**src/rtl/rv_inflight_scoreboard.sv**
```systemverilog
// In-order in-flight destination-register tracker: records rd at issue, drops it at retire,
// and reports RAW busy/age/load-use for the decode sources. Optional retire check: SCOREBOARD_CHECK_EN.
module rv_inflight_scoreboard #(
    parameter int DEPTH = 4,
    parameter int AW    = $clog2(DEPTH)
) (
    input  logic          clk,
    input  logic          rst,
    input  logic          issue_valid,
    input  logic          issue_ready,
    input  logic          issue_wen,
    input  logic          issue_load,
    input  logic [4:0]    issue_rd,
    input  logic [4:0]    rs1_D,
    input  logic [4:0]    rs2_D,
    input  logic          use_rs2,
    input  logic          wb_valid,
    input  logic [4:0]    wb_rd,
    input  logic          flush,
    input  logic [AW:0]   flush_keep,
    output logic          busy_rs1,
    output logic          busy_rs2,
    output logic [AW-1:0] age_rs1,
    output logic [AW-1:0] age_rs2,
    output logic          stall_D,
    output logic          full,
    output logic [AW:0]   count,
    output logic          err
);
    logic [4:0]       rd_mem [DEPTH];
    logic [DEPTH-1:0] wen_mem;
    logic [DEPTH-1:0] load_mem;

    logic [AW-1:0] head_reg, head_next;
    logic [AW-1:0] tail_reg, tail_next;
    logic [AW:0]   count_reg, count_next;
    logic [AW:0]   count_after_pop;

    logic [DEPTH-1:0] hit1, hit2;
    logic [AW-1:0]    newest_idx;
    logic             load_use;
    logic             push, pop;

    // Slot gi is the entry gi places behind the newest one; it is live while gi < count.
    // Validity is derived from count, so emptying the queue invalidates every entry.
    for (genvar gi = 0; gi < DEPTH; gi++) begin : g_slot
        logic [AW-1:0] idx;
        logic          live;
        assign idx  = tail_reg - AW'(gi + 1);
        assign live = (AW+1)'(gi) < count_reg;
        assign hit1[gi] = live && wen_mem[idx] && (rd_mem[idx] == rs1_D) && (rs1_D != 5'd0);
        assign hit2[gi] = live && use_rs2 && wen_mem[idx] && (rd_mem[idx] == rs2_D)
                          && (rs2_D != 5'd0);
    end

    always_comb begin
        age_rs1 = '0;
        age_rs2 = '0;
        for (int k = DEPTH - 1; k >= 0; k--) begin
            if (hit1[k]) age_rs1 = AW'(k);
            if (hit2[k]) age_rs2 = AW'(k);
        end
    end

    assign busy_rs1   = |hit1;
    assign busy_rs2   = |hit2;
    assign newest_idx = tail_reg - AW'(1);
    // A hit at slot 0 is necessarily the youngest match for that source.
    assign load_use   = (hit1[0] || hit2[0]) && load_mem[newest_idx];
    assign full       = (count_reg == (AW+1)'(DEPTH));
    assign stall_D    = full || load_use;
    assign count      = count_reg;

    assign pop  = wb_valid && (count_reg != '0);
    assign push = issue_valid && issue_ready && !stall_D && !flush;

    always_comb begin
        head_next       = head_reg + AW'(pop);
        count_after_pop = count_reg - (AW+1)'(pop);
        count_next      = count_after_pop + (AW+1)'(push);
        tail_next       = tail_reg + AW'(push);
        if (flush) begin
            count_next = (flush_keep < count_after_pop) ? flush_keep : count_after_pop;
            tail_next  = head_next + count_next[AW-1:0];
        end
    end

    always_ff @(posedge clk) begin
        if (rst) begin
            head_reg  <= '0;
            tail_reg  <= '0;
            count_reg <= '0;
        end else begin
            head_reg  <= head_next;
            tail_reg  <= tail_next;
            count_reg <= count_next;
        end
    end

    // Entry payload needs no reset: liveness comes from the pointers.
    always_ff @(posedge clk) begin
        if (push) begin
            rd_mem[tail_reg]   <= issue_rd;
            wen_mem[tail_reg]  <= issue_wen;
            load_mem[tail_reg] <= issue_load;
        end
    end

`ifdef SCOREBOARD_CHECK_EN
    logic err_reg;
    always_ff @(posedge clk) begin
        if (rst) begin
            err_reg <= 1'b0;
        end else if ((wb_valid && (count_reg == '0)) ||
                     (pop && wen_mem[head_reg] && (rd_mem[head_reg] != wb_rd))) begin
            err_reg <= 1'b1;
        end
    end
    assign err = err_reg;
`else
    logic unused_wb_rd;
    assign unused_wb_rd = ^wb_rd;
    assign err = 1'b0;
`endif

endmodule

```
**config.mk**
```make
export PLATFORM = sky130hd
export DESIGN_NAME = rv_inflight_scoreboard
export DESIGN_NICKNAME = d
export VERILOG_FILES = /design/src/rtl/rv_inflight_scoreboard.sv
export SDC_FILE = /design/constraint.sdc
export NUM_CORES = 1
export LEC_CHECK = 0
export ABC_CLOCK_PERIOD_IN_PS = 3600
export BUFFER_PORTS_ARGS = -buffer_cell sky130_fd_sc_hd__buf_2
export CAP_MARGIN = 30
export CORE_AREA = 2 2 77 79
export DETAILED_ROUTE_END_ITERATION = 16
export DIE_AREA = 0 0 79 81
export GPL_TIMING_DRIVEN = 0
export HOLD_SLACK_MARGIN = 0.03
export MAX_ROUTING_LAYER = met4
export PLACE_DENSITY_LB_ADDON = 0.15
export SKIP_LAST_GASP = 1
export SYNTH_ARGS = -nofsm -noshare
export SYNTH_HDL_FRONTEND = slang
export SYNTH_SLANG_ARGS = --single-unit
```
**constraint.sdc**
```tcl
create_clock -name clk -period 3.6 [get_ports clk]
set_input_delay 0.36 -clock clk [delete_from_list [all_inputs] [get_ports clk]]
set_output_delay 0.36 -clock clk [all_outputs]
set_load 0.05 [all_outputs]
```
==> results.md <==
Synth:
- The proportion of synthesized flip-flops having asynchronous set or reset is 0.
- The cell taking the most area after synthesis is sky130_fd_sc_hd__edfxtp_1.
- The synthesis warning total is 0.
- The post-synthesis sequential area ratio is 0.348.
- In this run, distinct cell masters in the synthesized netlist total 43.
- The average instance in the mapped netlist occupies 11.8 µm².
- In the synthesized netlist the dominant register cell turns out to be sky130_fd_sc_hd__edfxtp_1.
- The post-synthesis instance area is approximately 2800 µm².
- The share of synthesized area in the top cell type comes to 0.298.
- Synthesis produced 238 cells.
- Ranked by total cell area, the synthesized netlist is headed by sky130_fd_sc_hd__edfxtp_1, sky130_fd_sc_hd__xnor2_1, sky130_fd_sc_hd__mux4_1, sky130_fd_sc_hd__mux4_2, sky130_fd_sc_hd__ha_1.
- The commonest cells after synthesis are sky130_fd_sc_hd__xnor2_1, sky130_fd_sc_hd__edfxtp_1, sky130_fd_sc_hd__nor2_1.
- The number of enable flip-flop cells after synthesis is 28.
- The flip-flop and latch count after synthesis is 35.
- In the post-synthesis netlist, the cell with the most instances is sky130_fd_sc_hd__xnor2_1.
- The number of nets in the synthesized netlist is between 200 and 300.

Finish:
- The net count of the finished layout is 328.
- The layout overhead on the synthesized area is 18.5%.
- The largest registers in the layout are rd_mem (20), load_mem (4), wen_mem (4).
- The fraction of layout instances using a drive strength above 1 is 0.292.
- The register with the most flip-flops in the layout has 20 of them.
- The number of inserted diodes is 0.
- The largest register by flop count is rd_mem.

Route:
- The number of search-and-repair iterations in the first detailed-routing pass is 4.
- The count of routing violations after the opening detailed-route iteration is 70.
- The vias per cell is 5.60.
- The routed wire length is 5.91 mm.
- For this block, the via count after detailed routing is 2,009.
- In the routed design, unresolved DRC markers number 0.
- The remaining antenna violation count is 0.
- In the final routed layout, each cell accounts on average for 16.5 µm.

Power and ir drop:
- The sequential power share is 0.238.
- The share of total power dissipated in combinational logic is 0.638.
- The internal power of the cells totals 1310 µW.
- The total power per unit cell area is 658 nW/µm².
- Of the total power, the share spent switching nets is 0.404.
- The switching power total is approximately 890 µW.
- The design draws roughly 2200 µW.
- The largest vdd supply drop is between 0.2 and 0.3 mV.
- The clock power share is 0.124.
- The leakage power of the design is 0.00126 µW.

Run status:
- The run finished with clean final reports.

Floorplan:
- The top-level port count is 44.
- The floorplan die area is 6400 µm².
- The number of cell rows is 28.
- The starting density of the core is 0.497.
- The placeable core region is about 5700 µm².
- In this run the horizontal extent of the chip is 79 µm.
- The height of the chip is 81 µm.

Placed design:
- The port buffer count is 27.
- At the end of routability-driven placement, the weighted congestion stood at 0.894.
- The setup slack at placement is -0.518 ns.
- Summed over all nets, the half-perimeter wirelength after detailed placement is 4.60 mm.

Setup path:
- The critical path class is flop to primary output.
- The register-to-register path setup slack is between 0.15 and 0.2 ns.
- STA puts the critical path data required time at 3.24 ns.
- The maximum fanout count along the critical path is 10.
- The critical path arrival is 3.13 ns.
- The kind of end point of the critical path is a primary output.
- The launching element type of the critical path is a flop.

STA:
- The minimum period implied by the final worst setup slack is 3.49 ns.
- The final number of max-transition violations was 0.
- The final clock skew is 0.00576 ns.
- The worst-case setup margin in the final layout is 0.106 ns.
- Setup violations remaining at the end of the flow were counted as 0.
- At the pin with the least slew margin, the transition time is around 0.74 ns.
- The number of endpoints with negative hold slack in the final report is 0.
- Setup repair after global routing left no endpoint under its margin.
- The worst-case headroom to the max-slew limit is 0.501.
- The final cycle utilization of the critical path is 0.971.
- The maximum achievable frequency is 286 MHz.

Clock network:
- At the later pin of the worst-skew pair, clock insertion delay measures 0.29 ns.
- The maximum buffer depth of the clock tree is 2.
- The root buffer cell chosen for the clock tree is sky130_fd_sc_hd__clkbuf_8.
- The TritonCTS sink count is 35.
- The CTS tree is built.
- The number of clock buffers inserted by TritonCTS is 5.
- Clock-pin slew was measured on the worst setup and hold paths at 0.07 ns.
- The H-tree generated during clock tree synthesis spans 2 levels.
- After clock tree synthesis, the flow added hold-fix buffers numbering 0.

Global route:
- The aggregate global routing overflow is 0.
- The first-pass GRT wire length is 9.57 mm.
- The overall track demand over capacity in global routing is 0.206.
- The initial antenna violation count is 0.
- Entering global routing, the biggest net connects 12 pins.
- The number of global-route vias before repair is 1,843.

Run:
- The tool flagged a number of max-cap violations equal to 0.

Min path:
- In this run the worst hold path is classified as primary input to flop.
path summary, 6_finish.rpt:
kind | cells after the start | from | endpoint
max | 13 | tail_reg[0]$_SDFF_PP0_ | age_rs1[0]
min | 1 | issue_rd[2] | rd_mem[1][2]$_DFFE_PP_
max reg2reg | 18 | tail_reg[0]$_SDFF_PP0_ | count[2]$_SDFF_PP0_
min reg2reg | 2 | head_reg[1]$_SDFF_PP0_ | head_reg[1]$_SDFF_PP0_
layout make-up:
cell class / count / area, µm²
Fill cell: 488 / 2340
Multi-Input combinational cell: 176 / 1760
Sequential cell: 35 / 985
Timing Repair Buffer: 39 / 240
Buffer: 19 / 148
Tap cell: 75 / 93.8
Clock buffer: 6 / 72.6
Inverter: 7 / 30.0
Clock inverter: 2 / 12.5
worst max-delay path, cell delays in order (launching register included):
cell,delay [ns]
sky130_fd_sc_hd__dfxtp_4,0.38
sky130_fd_sc_hd__buf_12,0.11
sky130_fd_sc_hd__buf_12,0.13
sky130_fd_sc_hd__buf_12,0.11
sky130_fd_sc_hd__clkinvlp_4,0.10
sky130_fd_sc_hd__ha_4,0.30
sky130_fd_sc_hd__buf_8,0.13
sky130_fd_sc_hd__mux4_2,0.35
sky130_fd_sc_hd__xnor2_1,0.18
sky130_fd_sc_hd__nand4_1,0.16
sky130_fd_sc_hd__nor4_4,0.37
sky130_fd_sc_hd__buf_4,0.18
sky130_fd_sc_hd__o21ba_2,0.15
sky130_fd_sc_hd__buf_4,0.18
cell usage in the layout, fill, tap and decap left out, types with 4 or more instances in the layout:
master and n:
sky130_fd_sc_hd__nor2_1 18, sky130_fd_sc_hd__buf_2 22, sky130_fd_sc_hd__a21oi_1 4, sky130_fd_sc_hd__nor3_1 5, sky130_fd_sc_hd__nand4_1 7, sky130_fd_sc_hd__xor2_1 9
sky130_fd_sc_hd__clkbuf_8 5, sky130_fd_sc_hd__buf_4 20, sky130_fd_sc_hd__mux4_1 8, sky130_fd_sc_hd__ha_1 12, sky130_fd_sc_hd__mux4_2 15, sky130_fd_sc_hd__xnor2_1 34
sky130_fd_sc_hd__nand2_1 13, sky130_fd_sc_hd__mux2i_1 10, sky130_fd_sc_hd__dfxtp_1 6, sky130_fd_sc_hd__clkbuf_1 11, sky130_fd_sc_hd__edfxtp_1 28, sky130_fd_sc_hd__inv_1 6
logic make-up after synthesis:
logic type / count (synthesis) / synth area share
AO/OA/AOI/OAI: 19 / 0.0470
XOR/XNOR: 46 / 0.143
adder cells (fa/ha/maj): 13 / 0.0577
buffers and inverters: 27 / 0.0457
flip-flops: 35 / 0.348
multiplexers: 34 / 0.238
other: 1 / 0.00133
AND/OR/NAND/NOR: 63 / 0.119
metrics by stage:
| step | std cells | TNS (ns) | util | hold slack (ns) | cell area [µm²] |
|---|---|---|---|---|---|
| finish | 359 | 0 | 0.588 | 0.287 | 3340 |
| global route | 359 | 0 | 0.588 | 0.281 | 3340 |
| CTS | 352 | 0 | 0.572 | 0.277 | 3250 |
| detailed placement | 340 | -7.48 | 0.541 | 0.521 | 3070 |
| global placement | 340 | -6.45 | 0.541 | 0.510 | 3070 |
| floorplan | 238 | 0 | - | 0.429 | 2840 |
routing by layer:
layer	track usage	vias up	wire length, µm
li1	-	976	-
met2	0.307	54	2680
met5	-	-	0
met1	0.287	972	2900
met3	0.0378	7	240
met4	0.0724	0	85
power by group through the flow:
stage / logic (µW) / clock network [µW] / registers [µW]
after floorplan: 991 / 0 / 549
after global placement: 1230 / 0 / 524
after detailed placement: 1240 / 0 / 527
after CTS: 1320 / 282 / 519
after global routing: 1530 / 298 / 527
final: 1400 / 272 / 522
timing repair:
action                     CTS  global route
cloned                       0             0
buffers inserted             4             8
resized for setup           20            11
setup endpoints to repair   40            38
pin swaps                    5             8
No activity file was read; power rests on OpenSTA's default activity.
